[src/rtl/vme_wide_reg_bank_if.sv]
// VME 16-bit word-access bus between the slave core and the wide register bank.
interface vme_wide_reg_bank_if;
    logic [19:1] vme_addr;
    logic [15:0] vme_rd_data;
    logic [15:0] vme_wr_data;
    logic        vme_rd_mem;
    logic        vme_wr_mem;
    logic        vme_rd_done;
    logic        vme_wr_done;

    modport master (
        output vme_addr, vme_wr_data, vme_rd_mem, vme_wr_mem,
        input  vme_rd_data, vme_rd_done, vme_wr_done
    );

    modport slave (
        input  vme_addr, vme_wr_data, vme_rd_mem, vme_wr_mem,
        output vme_rd_data, vme_rd_done, vme_wr_done
    );
endinterface

[src/rtl/vme_wide_reg_bank.sv]
// Wide status/control register bank behind a 16-bit VME word bus; multi-word
// reads are made atomic by an MSW-triggered snapshot, writes commit on the LSW.
module vme_wide_reg_bank #(
    parameter int NREGS     = 2,
    parameter int REG_WIDTH = 64
) (
    input  logic                       clk,
    input  logic                       rst_n,
    vme_wide_reg_bank_if.slave         bus,
    input  logic [NREGS*REG_WIDTH-1:0] regs_i,
    output logic [NREGS*REG_WIDTH-1:0] regs_o,
    output logic [NREGS-1:0]           regs_wr_o
);
    localparam int WORDS = REG_WIDTH / 16;
    localparam int STG_W = (WORDS - 1) * 16;

    typedef struct packed {
        logic       stat;
        logic       ctrl;
        logic [2:0] ch;
        logic [2:0] wd;
    } dec_t;

    function automatic dec_t decode(input logic [18:0] addr);
        dec_t d;
        logic hs;
        logic hc;
        d = '0;
        for (int c = 0; c < NREGS; c++) begin
            for (int k = 0; k < WORDS; k++) begin
                hs     = (addr == 19'(c * WORDS + k));
                hc     = (addr == 19'(NREGS * WORDS + c * WORDS + k));
                d.stat = d.stat | hs;
                d.ctrl = d.ctrl | hc;
                d.ch   = (hs | hc) ? 3'(c) : d.ch;
                d.wd   = (hs | hc) ? 3'(k) : d.wd;
            end
        end
        return d;
    endfunction

    // Word 0 is the most-significant word of a register.
    function automatic logic [15:0] word_of(input logic [REG_WIDTH-1:0] v, input logic [2:0] k);
        return v[(WORDS - 1 - int'(k)) * 16 +: 16];
    endfunction

    dec_t                       rd_dec_s;
    dec_t                       wr_dec_s;
    logic [REG_WIDTH-1:0]       live_s;
    logic [REG_WIDTH-1:0]       ctrl_cur_s;
    logic [15:0]                rd_word_s;
    logic [15:0]                rd_data_nxt_s;
    logic                       snap_load_s;
    logic [STG_W-1:0]           stg_nxt_s;
    logic [NREGS*REG_WIDTH-1:0] regs_nxt_s;
    logic [NREGS-1:0]           wr_pulse_s;

    logic [15:0]                rd_data_r;
    logic                       rd_done_r;
    logic [REG_WIDTH-1:0]       snap_r;
    logic [2:0]                 snap_ch_r;
    logic                       snap_valid_r;
    logic                       wr_req_d0_r;
    logic [18:0]                wr_adr_d0_r;
    logic [15:0]                wr_dat_d0_r;
    logic [STG_W-1:0]           stg_r;
    logic [NREGS*REG_WIDTH-1:0] regs_r;
    logic [NREGS-1:0]           wr_pulse_r;

    // Read decode and data select; an MSW status read also requests a snapshot.
    always_comb begin
        rd_dec_s    = decode(bus.vme_addr);
        live_s      = regs_i[int'(rd_dec_s.ch) * REG_WIDTH +: REG_WIDTH];
        ctrl_cur_s  = regs_r[int'(rd_dec_s.ch) * REG_WIDTH +: REG_WIDTH];
        rd_word_s   = 16'h0000;
        snap_load_s = 1'b0;
        case ({rd_dec_s.stat, rd_dec_s.ctrl})
            2'b10: begin
                if (rd_dec_s.wd == 3'd0) begin
                    rd_word_s   = word_of(live_s, 3'd0);
                    snap_load_s = bus.vme_rd_mem;
                end else if (snap_valid_r && (snap_ch_r == rd_dec_s.ch)) begin
                    rd_word_s = word_of(snap_r, rd_dec_s.wd);
                end else begin
                    rd_word_s = word_of(live_s, rd_dec_s.wd);
                end
            end
            2'b01:   rd_word_s = word_of(ctrl_cur_s, rd_dec_s.wd);
            default: rd_word_s = 16'h0000;
        endcase
        if (bus.vme_rd_mem) begin
            rd_data_nxt_s = rd_word_s;
        end else begin
            rd_data_nxt_s = rd_data_r;
        end
    end

    // Write decode on the registered request: stage upper words, commit on the LSW.
    always_comb begin
        wr_dec_s   = decode(wr_adr_d0_r);
        stg_nxt_s  = stg_r;
        regs_nxt_s = regs_r;
        wr_pulse_s = '0;
        if (wr_req_d0_r && wr_dec_s.ctrl) begin
            if (wr_dec_s.wd == 3'(WORDS - 1)) begin
                regs_nxt_s[int'(wr_dec_s.ch) * REG_WIDTH +: REG_WIDTH] = {stg_r, wr_dat_d0_r};
                wr_pulse_s = NREGS'(1'b1) << wr_dec_s.ch;
            end else begin
                stg_nxt_s[(WORDS - 2 - int'(wr_dec_s.wd)) * 16 +: 16] = wr_dat_d0_r;
            end
        end else begin
            wr_pulse_s = '0;
        end
    end

    // Read-side registers: data, acknowledge and the shared snapshot.
    always_ff @(posedge clk or negedge rst_n) begin
        if (!rst_n) begin
            rd_data_r    <= 16'h0000;
            rd_done_r    <= 1'b0;
            snap_r       <= '0;
            snap_ch_r    <= 3'd0;
            snap_valid_r <= 1'b0;
        end else begin
            rd_data_r <= rd_data_nxt_s;
            rd_done_r <= bus.vme_rd_mem;
            if (snap_load_s) begin
                snap_r       <= live_s;
                snap_ch_r    <= rd_dec_s.ch;
                snap_valid_r <= 1'b1;
            end
        end
    end

    // Write-side registers: request pipeline, staging, control registers, pulses.
    always_ff @(posedge clk or negedge rst_n) begin
        if (!rst_n) begin
            wr_req_d0_r <= 1'b0;
            wr_adr_d0_r <= 19'd0;
            wr_dat_d0_r <= 16'h0000;
            stg_r       <= '0;
            regs_r      <= '0;
            wr_pulse_r  <= '0;
        end else begin
            wr_req_d0_r <= bus.vme_wr_mem;
            wr_adr_d0_r <= bus.vme_addr;
            wr_dat_d0_r <= bus.vme_wr_data;
            stg_r       <= stg_nxt_s;
            regs_r      <= regs_nxt_s;
            wr_pulse_r  <= wr_pulse_s;
        end
    end

    assign bus.vme_rd_data = rd_data_r;
    assign bus.vme_rd_done = rd_done_r;
    assign bus.vme_wr_done = wr_req_d0_r;
    assign regs_o          = regs_r;
    assign regs_wr_o       = wr_pulse_r;
endmodule
[src/flat_wrapper.sv]
// flat-port wrapper written by rule: the top's interface ports become plain ports
module vme_wide_reg_bank_flat 
#(
    parameter int NREGS     = 2,
    parameter int REG_WIDTH = 64
)
  (clk, rst_n, regs_i, regs_o, regs_wr_o, bus_vme_addr, bus_vme_wr_data, bus_vme_rd_mem, bus_vme_wr_mem, bus_vme_rd_data, bus_vme_rd_done, bus_vme_wr_done);
  vme_wide_reg_bank_if bus_i ();
  input  logic clk;
  input  logic rst_n;
  input  logic [NREGS*REG_WIDTH-1:0] regs_i;
  output logic [NREGS*REG_WIDTH-1:0] regs_o;
  output logic [NREGS-1:0] regs_wr_o;
  input wire logic [$bits(bus_i.vme_addr)-1:0] bus_vme_addr;
  input wire logic [$bits(bus_i.vme_wr_data)-1:0] bus_vme_wr_data;
  input wire logic [$bits(bus_i.vme_rd_mem)-1:0] bus_vme_rd_mem;
  input wire logic [$bits(bus_i.vme_wr_mem)-1:0] bus_vme_wr_mem;
  output wire logic [$bits(bus_i.vme_rd_data)-1:0] bus_vme_rd_data;
  output wire logic [$bits(bus_i.vme_rd_done)-1:0] bus_vme_rd_done;
  output wire logic [$bits(bus_i.vme_wr_done)-1:0] bus_vme_wr_done;
  assign bus_i.vme_addr = bus_vme_addr;
  assign bus_i.vme_wr_data = bus_vme_wr_data;
  assign bus_i.vme_rd_mem = bus_vme_rd_mem;
  assign bus_i.vme_wr_mem = bus_vme_wr_mem;
  assign bus_vme_rd_data = bus_i.vme_rd_data;
  assign bus_vme_rd_done = bus_i.vme_rd_done;
  assign bus_vme_wr_done = bus_i.vme_wr_done;
  vme_wide_reg_bank #(.NREGS(NREGS), .REG_WIDTH(REG_WIDTH)) u_core (.clk(clk), .rst_n(rst_n), .bus(bus_i), .regs_i(regs_i), .regs_o(regs_o), .regs_wr_o(regs_wr_o));
endmodule
[config.mk]
export PLATFORM = sky130hd
export DESIGN_NAME = vme_wide_reg_bank_flat
export DESIGN_NICKNAME = d
export VERILOG_FILES = /design/src/rtl/vme_wide_reg_bank_if.sv /design/src/rtl/vme_wide_reg_bank.sv /design/src/flat_wrapper.sv
export SDC_FILE = /design/constraint.sdc
export NUM_CORES = 1
export LEC_CHECK = 0
export BUFFER_PORTS_ARGS = -buffer_cell sky130_fd_sc_hd__buf_2
export CAP_MARGIN = 5
export CELL_PAD_IN_SITES_DETAIL_PLACEMENT = 1
export CELL_PAD_IN_SITES_GLOBAL_PLACEMENT = 2
export CORE_MARGIN = 2
export CORE_UTILIZATION = 38
export CTS_CLUSTER_DIAMETER = 50
export DETAILED_ROUTE_END_ITERATION = 8
export GPL_TIMING_DRIVEN = 0
export PLACE_DENSITY_LB_ADDON = 0.1
export SETUP_SLACK_MARGIN = 0.2
export SLEW_MARGIN = 20
export SYNTH_ARGS = -nofsm -noshare
export SYNTH_HDL_FRONTEND = slang
export SYNTH_SLANG_ARGS = --single-unit
[constraint.sdc]
create_clock -name clk -period 5.9 [get_ports clk]
set_clock_uncertainty 0.2 [all_clocks]
set_input_delay 1.18 -clock clk [delete_from_list [all_inputs] [get_ports clk]]
set_output_delay 1.18 -clock clk [all_outputs]
set_load 0.01 [all_outputs]
==> run summary, run 1 <==
Peak VDD IR: 0.000191 V
multi-input logic area: 5680 µm²
r2r setup slk: 2.02 ns
Pleak: 8.55 nW
Hold EP: u_core.stg_r[38]
Setup TNS Final: 0 ns
vias in the first global route: 11000
clock root buffer: clkbuf_16
TritonCTS clock tree: built
largest net degree at the start of global routing: 94
buffers and inverters on the worst path: 5
status: finished clean
die width: 192 µm
H-tree lvl count: 2
min-delay src: u_core.stg_r[38]
crit-path cells: buf_2 > nor4_4 > and4_1 > buf_4 > nor2b_1 > ha_1 > clkbuf_1 > and3_1 > clkbuf_1 > clkbuf_1 > nor2_1 > a21oi_1
kind of start point of the critical path: input pin
CP top delay family: buffers and inverters
DRT Pass-1 Iters: 4
layout cells sized above 1: 40.8%
Design Power: 4.36 mW
clk slew on worst S/H paths: 0.06 ns
commonest non-fill, non-tap cell in the layout: buf_2
CTS max path bufs: 3
Net Count, Synth: 1286
Overflow after GRT: 0
Fmax: 249 MHz
post-synthesis cell type count: 52
Worst-Margin Slew: 0.972 ns
nets: 1644
max_cap viols: 0
Antenna Cells: 0
row cnt: 68
FF/Latch Area: 7030 µm²
Slew Limit Fails: 0
reg2reg start: u_core.wr_adr_d0_r[9]
Seq/Total Area, Yosys: 52.2%
worst hold path type: flop to flop
RePlAce Congestion: 0.800
WP data required: 6.12 ns
via count: 10300
Filler Cell Count: 3786
Remaining DRCs: 0
Core Box Area: 34700 µm²
RSZ-0062 raised after global routing: no
Sink Count: 281
Hold Vio Cnt, Final: 0
Port-buffer cells: 314
crit path capture type: flop
CTS Hold Bufs: 0
post-synthesis cell area: 13500 µm²
YS warnings: 0
worst setup path start: bus_vme_addr[6]
final hold slack: 0.310 ns
final WL: 46200 µm
HPWL after DPL: 35000 µm
die area: 37000 µm²
Mapped Cells: 1112
Synth Area per Inst: 12.1 µm²
Initial Util: 38.8%
maximum net fanout on the critical path: 10
reg2reg path depth: 11
min Tclk post-route: 4.02 ns
pwr dens: 257 nW/µm²
DR WL/cell: 23.7 µm
# resized after CTS: 0
worst endpoint data arrival time: 4.24 ns
Die Y: 192 µm
Post-Place Cells: 1884
final worst-path cycle share: 68.2%
DR iter-0 viols: 359
Non-Filler Instances: 1948
global-route total usage across every layer: 25.0%
# setup viols final: 0
fin util: 48.8%
initial antenna violation count: 2
most frequent cells in the layout: buf_2, dfrtp_1, mux2_2, mux2i_1, nand2_1
Avg Vias per Cell: 5.26
# Post-CTS Setup Buffers: 0
slowest cell delay on critical path: 0.56 ns
critical path depth in cells: 12
Ports: 315
worst reg2reg path endpoint: u_core.stg_r[40]
Setup CP Type: input pin to flop
synthesis-to-finish area growth: 25.6%
first-pass GRT wire length: 68500 µm
slowest CP cell: clkbuf_1
most used cell, CP: clkbuf_1
relative slew slack: 35.2%
Inserted Clock Buffers: 39
ANT nets after route: 0
WHS Path Cells: 2
Worst-Skew Late Latency: 0.52 ns
post-synthesis register bit count: 281
## logic make-up after synthesis
group / Yosys count / share of synthesized area (%)
buf+inv: 135 / 5.61
fa+ha+maj: 7 / 0.650
compound gates: 210 / 12.1
simple gates: 202 / 7.49
xor+xnor: 2 / 0.130
flops: 281 / 52.2
mux: 275 / 21.8
## state kept, by name, summed over array words and instances, names as in the netlist
signal / count
u_core.regs_o: 128
u_core.snap_r: 48
u_core.stg_r: 48
u_core.wr_adr_d0_r: 19
u_core.bus.vme_rd_data: 16
u_core.wr_dat_d0_r: 16
u_core.regs_wr_o: 2
u_core.bus.vme_rd_done: 1
u_core.bus.vme_wr_done: 1
u_core.snap_ch_r: 1
u_core.snap_valid_r: 1
## metal layers
layer | GRT usage (%) | wire (µm)
met1 | 33.6 | 20900
met2 | 41.6 | 21800
met3 | 5.27 | 2810
met4 | 5.34 | 757
met5 | 0 | 23
## power breakdown
group | leakage [nW] | switching [mW] | internal [mW] | total, mW
clock network | 0.593 | 0.856 | 1.36 | 2.21
logic | 4.11 | 0.108 | 0.0786 | 0.187
registers | 3.84 | 0.0131 | 1.94 | 1.96
total | 8.55 | 0.978 | 3.38 | 4.36
## per-stage QoR
step,worst slack [ns],cell area (µm²)
CTS,1.84,16900
floorplan,2.10,13500
detailed placement,1.34,15700
global placement,-2.03,15600
global route,1.60,16900
finish,1.88,16900
## worst min-delay path: cells and delay by family (launching register included)
family	cells	cell delay, ns
AO/OA/AOI/OAI	1	0.06
AND/OR/NAND/NOR	1	0.05
flip-flops	1	0.36
## worst max-delay path by stage
stage / endpoint
detailed placement: u_core.snap_r[28]
global placement: u_core.regs_o[24]
floorplan: u_core.bus.vme_rd_data[14]
global route: u_core.snap_r[32]
CTS: u_core.snap_r[33]
finish: u_core.snap_r[31]
## cell type report
cell class / instances / area share [%]
buffer: 81 / 3.27
clock buffer: 51 / 6.52
clock inverter: 13 / 0.688
inverter: 54 / 1.20
multi-input combinational: 696 / 33.6
sequential: 281 / 41.5
tap: 455 / 3.36
timing repair buffer: 317 / 9.83
## cell usage after synthesis, drive strengths merged
library cell	number	share of area [%]
and4b	1	0.074
clkdlybuf4s15	1	0.074
inv	54	1.5
a22o	48	3.1
buf	40	2.6
mux2	147	12
a221o	16	1.2
nor4	8	0.93
o21ai	49	1.8
nand2b	2	0.093
dlymetal6s4s	1	0.093
mux2i	128	9.5
and2	19	0.94
and4	4	0.28
ha	7	0.65
nor3	3	0.15
nand4	4	0.19
a41o	16	1.3
a211o	1	0.065
a221oi	16	1.8
o221ai	16	1.0
and3	4	0.23
nor2b	1	0.046
nor2	65	1.9
nand2	88	2.5
dlygate4sd3	1	0.074
or2	1	0.046
nor4b	2	0.18
clkbuf	36	1.2
dfrtp	281	52
dlygate4sd1	2	0.13
a21oi	48	1.8
xnor2	2	0.13
Note: power is estimated with default switching activity, not from simulation.
==> inputs of run 2 (changes only) <==
- CORE_UTILIZATION: 38 -> 35
- clock period: 5.9 -> 4 ns (I/O delays scaled with it)
==> run summary, run 2 (same netlist as run 1, synthesis figures left out) <==
via count: 10000 (-2.2%)
Inserted Clock Buffers: 39 (unchanged)
kind of start point of the critical path: flop
pwr dens: 392 nW/µm² (+52%)
RePlAce Congestion: 0.800 (about the same)
ANT nets after route: 0 (unchanged)
Pint: 5.25 mW (+55%)
final hold slack: 0.164 ns (-0.145 ns)
Overflow after GRT: 0 (unchanged)
Peak VDD IR: 0.000274 V (+43%)
maximum net fanout on the critical path: 10 (unchanged)
worst hold path type: input pin to flop
Initial Util: 35.7% (-3.1 points)
Remaining DRCs: 0 (unchanged)
Avg Vias per Cell: 4.99 (-5.3%)
Antenna Cells: 0 (unchanged)
DR iter-0 viols: 384 (+7.0%)
clock root buffer: clkbuf_16
Port-buffer cells: 314 (unchanged)
TritonCTS clock tree: built
global-route total usage across every layer: 22.8% (-2.1 points)
Setup CP Type: flop to flop
initial antenna violation count: 1 (-1)
fin util: 45.4% (-3.3 points)
max_cap viols: 0 (unchanged)
Pleak: 8.63 nW (+1.0%)
status: finished clean
RSZ-0062 raised after global routing: no
H-tree lvl count: 2 (unchanged)
# setup viols final: 0 (unchanged)
HPWL after DPL: 35400 µm (+1.0%)
Slew Limit Fails: 0 (unchanged)
Core Box Area: 37800 µm² (+8.8%)
Fmax: 280 MHz
max reg flops: 128 (unchanged)
synthesis-to-finish area growth: 27.3%
Worst-Margin Slew: 0.873 ns (-0.0988 ns)
first-pass GRT wire length: 69600 µm (+1.7%)
clk slew on worst S/H paths: 0.06 ns (about the same)
WP data required: 4.22 ns (-1.90 ns)
min Tclk post-route: 3.58 ns
nets: 1645 (+0.061%)
Die Y: 200 µm (+4.1%)
Sink Count: 281 (unchanged)
DR WL/cell: 22.7 µm (-4.3%)
Hold Vio Cnt, Final: 0 (unchanged)
commonest non-fill, non-tap cell in the layout: buf_2
clock power share: 53.1% (+2.3 points)
final WL: 45700 µm (-1.2%)
Ports: 315 (unchanged)
worst endpoint data arrival time: 3.79 ns (-0.45 ns)
largest net degree at the start of global routing: 91 (-3.2%)
NetSw: 1.48 mW (+51%)
relative slew slack: 41.8% (+6.6 points)
crit path capture type: flop
sequential share of power: 42.9% (-2.0 points)
DRT Pass-1 Iters: 4 (unchanged)
vias in the first global route: 10900 (-0.54%)
die area: 40100 µm² (+8.4%)
Logic pwr share: 4.0% (-0.3 points)
CTS max path bufs: 3 (unchanged)
die width: 200 µm (+4.1%)
Worst-Skew Late Latency: 0.54 ns (+0.02 ns)
sw frac: 22.0% (-0.49 points)
layout cells sized above 1: 41.6% (+0.84 points)
most frequent cells in the layout: buf_2, dfrtp_1, mux2_2, mux2i_1, nand2_1
row cnt: 71 (+4.4%)
final worst-path cycle share: 89.4%
==> run 2: path summary, 6_finish.rpt <==
path,startpoint,end,slack [ns],depth (start not counted)
max in group asynchronous,rst_n,u_core.stg_r[23],1.91,4
hold / removal,bus_vme_wr_data[13],u_core.wr_dat_d0_r[13],0.16,1
hold reg to reg,u_core.stg_r[38],u_core.stg_r[38],0.31,2
min in group asynchronous,rst_n,u_core.snap_r[17],0.51,2
setup / recovery,u_core.wr_adr_d0_r[17],u_core.regs_o[68],0.42,9
setup reg to reg,u_core.wr_adr_d0_r[17],u_core.regs_o[68],0.42,9
==> run 2: timing repair <==
action / in CTS / in global routing
cloned: 0 / 0
setup buffers: 0 / 0
hold endpoints to repair: 20 / 0
hold buffers: 1 / 0
endpoints found under the setup margin: 55 / 150
resized for setup: 4 / 22
==> run 2: worst max-delay path: stages, from the launching register on <==
cell	delay (ns)
dfrtp_1	0.37
nor3_2	0.39
and4_1	0.33
nand2_1	0.24
inv_1	0.23
ha_1	0.35
nand4_1	0.18
clkbuf_1	0.36
clkbuf_1	0.42
mux2_2	0.39
==> run 2: routing by layer <==
metal / wire length [µm] / vias to the layer above / GRT usage [%]
met2: 21900 / 276 / 38.0
met4: 727 / 2 / 5.25
met5: 13 / - / 0
met1: 20700 / 4979 / 30.6
met3: 2330 / 55 / 4.77
li1: - / 4714 / -
==> run 2: stage by stage <==
stage	setup TNS (ns)	cells	total power [mW]	worst slack (ns)	area (µm²)
6_report	0	2010	6.72	0.425	17200
2_1_floorplan	0	1112	3.01	0.579	13500
4_1_cts	0	2010	6.82	0.225	17100
3_5_place_dp	-10.75	1940	3.21	-0.277	15800
5_1_grt	0	2010	6.96	0.219	17200
3_3_place_gp	-1008.86	1937	3.19	-3.61	15700
==> run 2: final cells by class <==
type                            count  area (µm²)
Inverter                           54         203
Fill cell                        4153       20600
Timing Repair Buffer              318        1670
Clock buffer                       55        1120
Clock inverter                     14         215
Sequential cell                   281        7030
Multi-Input combinational cell    696        5700
Tap cell                          511         639
Buffer                             81         577
==> run 2: power groups by stage <==
stage | combinational (mW) | clock (mW) | sequential [mW]
after floorplan | 0.0819 | 0 | 2.93
after global placement | 0.261 | 0 | 2.93
after detailed placement | 0.277 | 0 | 2.93
after CTS | 0.279 | 3.66 | 2.88
after global routing | 0.305 | 3.77 | 2.88
final | 0.270 | 3.57 | 2.88
==> inputs of run 3 (changes only) <==
- BUFFER_PORTS_ARGS: -buffer_cell sky130_fd_sc_hd__buf_2 -> -buffer_cell sky130_fd_sc_hd__clkbuf_2
==> run summary, run 3 (same netlist as run 1, synthesis figures left out) <==
status: finished clean
Antenna Cells: 0 (unchanged)
row cnt: 71 (unchanged)
r2r setup slk: 0.46 ns (+0.04 ns)
Design Power: 6.67 mW (-0.87%)
commonest non-fill, non-tap cell in the layout: clkbuf_2
worst hold path type: input pin to flop
min Tclk post-route: 3.57 ns (-0.0101 ns)
Peak VDD IR: 0.000291 V (+6.0%)
layout cells sized above 1: 41.5% (-0.078 points)
Fmax: 280 MHz (+0.28%)
relative slew slack: 39.6% (-2.2 points)
final hold slack: 0.170 ns (+0.00605 ns)
DR iter-0 viols: 389 (+1.3%)
H-tree lvl count: 2 (unchanged)
crit path capture type: flop
clock root buffer: clkbuf_16
Port-buffer cells: 314 (unchanged)
Hold Vio Cnt, Final: 0 (unchanged)
most frequent cells in the layout: clkbuf_2, dfrtp_1, mux2_2, mux2i_1, nand2_1
synthesis-to-finish area growth: 27.1%
nets: 1644 (-0.061%)
maximum net fanout on the critical path: 10 (unchanged)
max reg flops: 128 (unchanged)
Core Box Area: 37800 µm² (unchanged)
Slew Limit Fails: 0 (unchanged)
Inserted Clock Buffers: 38 (-2.6%)
# Post-CTS Setup Buffers: 0 (unchanged)
HPWL after DPL: 35600 µm (+0.55%)
die width: 200 µm (unchanged)
Avg Vias per Cell: 5.00 (+0.25%)
# setup viols final: 0 (unchanged)
global-route total usage across every layer: 22.9% (about the same)
kind of start point of the critical path: input pin
area post-placement: 15800 µm² (about the same)
die area: 40100 µm² (unchanged)
RePlAce Congestion: 0.798 (-0.21%)
worst endpoint data arrival time: 3.81 ns (+0.02 ns)
Ports: 315 (unchanged)
DR WL/cell: 22.8 µm (+0.23%)
largest net degree at the start of global routing: 92 (+1.1%)
Overflow after GRT: 0 (unchanged)
DRT Pass-1 Iters: 4 (unchanged)
first-pass GRT wire length: 69600 µm (about the same)
Pleak: 8.52 nW (-1.3%)
vias in the first global route: 10700 (-1.6%)
clk slew on worst S/H paths: 0.06 ns (about the same)
Initial Util: 35.7% (unchanged)
CTS max path bufs: 3 (unchanged)
RSZ-0062 raised after global routing: no
Remaining DRCs: 0 (unchanged)
Die Y: 200 µm (unchanged)
Setup CP Type: input pin to flop
initial antenna violation count: 0 (-1)
ANT nets after route: 0 (unchanged)
pwr dens: 389 nW/µm² (-0.69%)
via count: 10000 (+0.15%)
Worst-Skew Late Latency: 0.53 ns (about the same)
Worst-Margin Slew: 0.906 ns (+0.0330 ns)
WP data required: 4.25 ns (+0.03 ns)
final WL: 45700 µm (+0.13%)
Sink Count: 281 (unchanged)
final worst-path cycle share: 89.1% (-0.25 points)
TritonCTS clock tree: built
max_cap viols: 0 (unchanged)
final instance area: 17100 µm² (-0.19%)
-- run 3: area by class of cell --
class,instances,area [µm²]
plain buffers,81,578
clock buffers,51,1050
clock inverters,16,248
fillers,4158,20600
inverters,54,203
multi-input cells,696,5700
flip-flops and latches,281,7030
well taps,511,639
repair buffers,318,1670
-- run 3: what timing repair did --
item / CTS / global route
hold buffers: 1 / 0
pin swaps: 0 / 0
resized for setup: 4 / 22
hold endpoints to repair: 32 / 0
endpoints found under the setup margin: 56 / 131
-- run 3: per-stage QoR --
step	cells	setup TNS [ns]	worst slack [ns]	utilization, %
2_1_floorplan	1112	0	0.579	-
3_3_place_gp	1937	-1219.55	-4.35	41.5
3_5_place_dp	1940	-12.45	-0.330	41.8
4_1_cts	2008	0	0.205	45.3
5_1_grt	2008	0	0.220	45.3
6_report	2008	0	0.435	45.3
-- run 3: path summary, 6_finish.rpt --
check,from,endpoint,depth (start not counted)
max,bus_vme_addr[10],u_core.bus.vme_rd_data[8],12
min,bus_vme_wr_data[10],u_core.wr_dat_d0_r[10],1
max reg2reg,u_core.wr_adr_d0_r[17],u_core.regs_o[21],10
min reg2reg,u_core.stg_r[36],u_core.stg_r[36],2
max in group asynchronous,rst_n,u_core.regs_o[119],4
min in group asynchronous,rst_n,u_core.wr_adr_d0_r[13],2
-- run 3: worst max-delay path, cell delays in order --
cell and delay (ns):
clkbuf_2 0.11, nor4_4 0.41, and4_1 0.25, buf_4 0.16, nor2b_1 0.18, ha_1 0.18
clkbuf_1 0.40, dlygate4sd1_1 0.49, nand2_1 0.11, a221o_1 0.28, a221oi_2 0.24, a22o_1 0.18
-- run 3: power by group --
part           switching [mW]  total, mW  internal, mW
logic                   0.155      0.271         0.117
clock network            1.28       3.51          2.23
registers              0.0191       2.88          2.86
-- run 3: metal layers --
metal  global-route usage, %  up-vias  wire length (µm)
met5                       0        -                 0
met4                    5.20        0               787
met3                    4.98       53              2570
met2                    38.1      262             21900
met1                    30.4     5013             20400
li1                        -     4713                 -
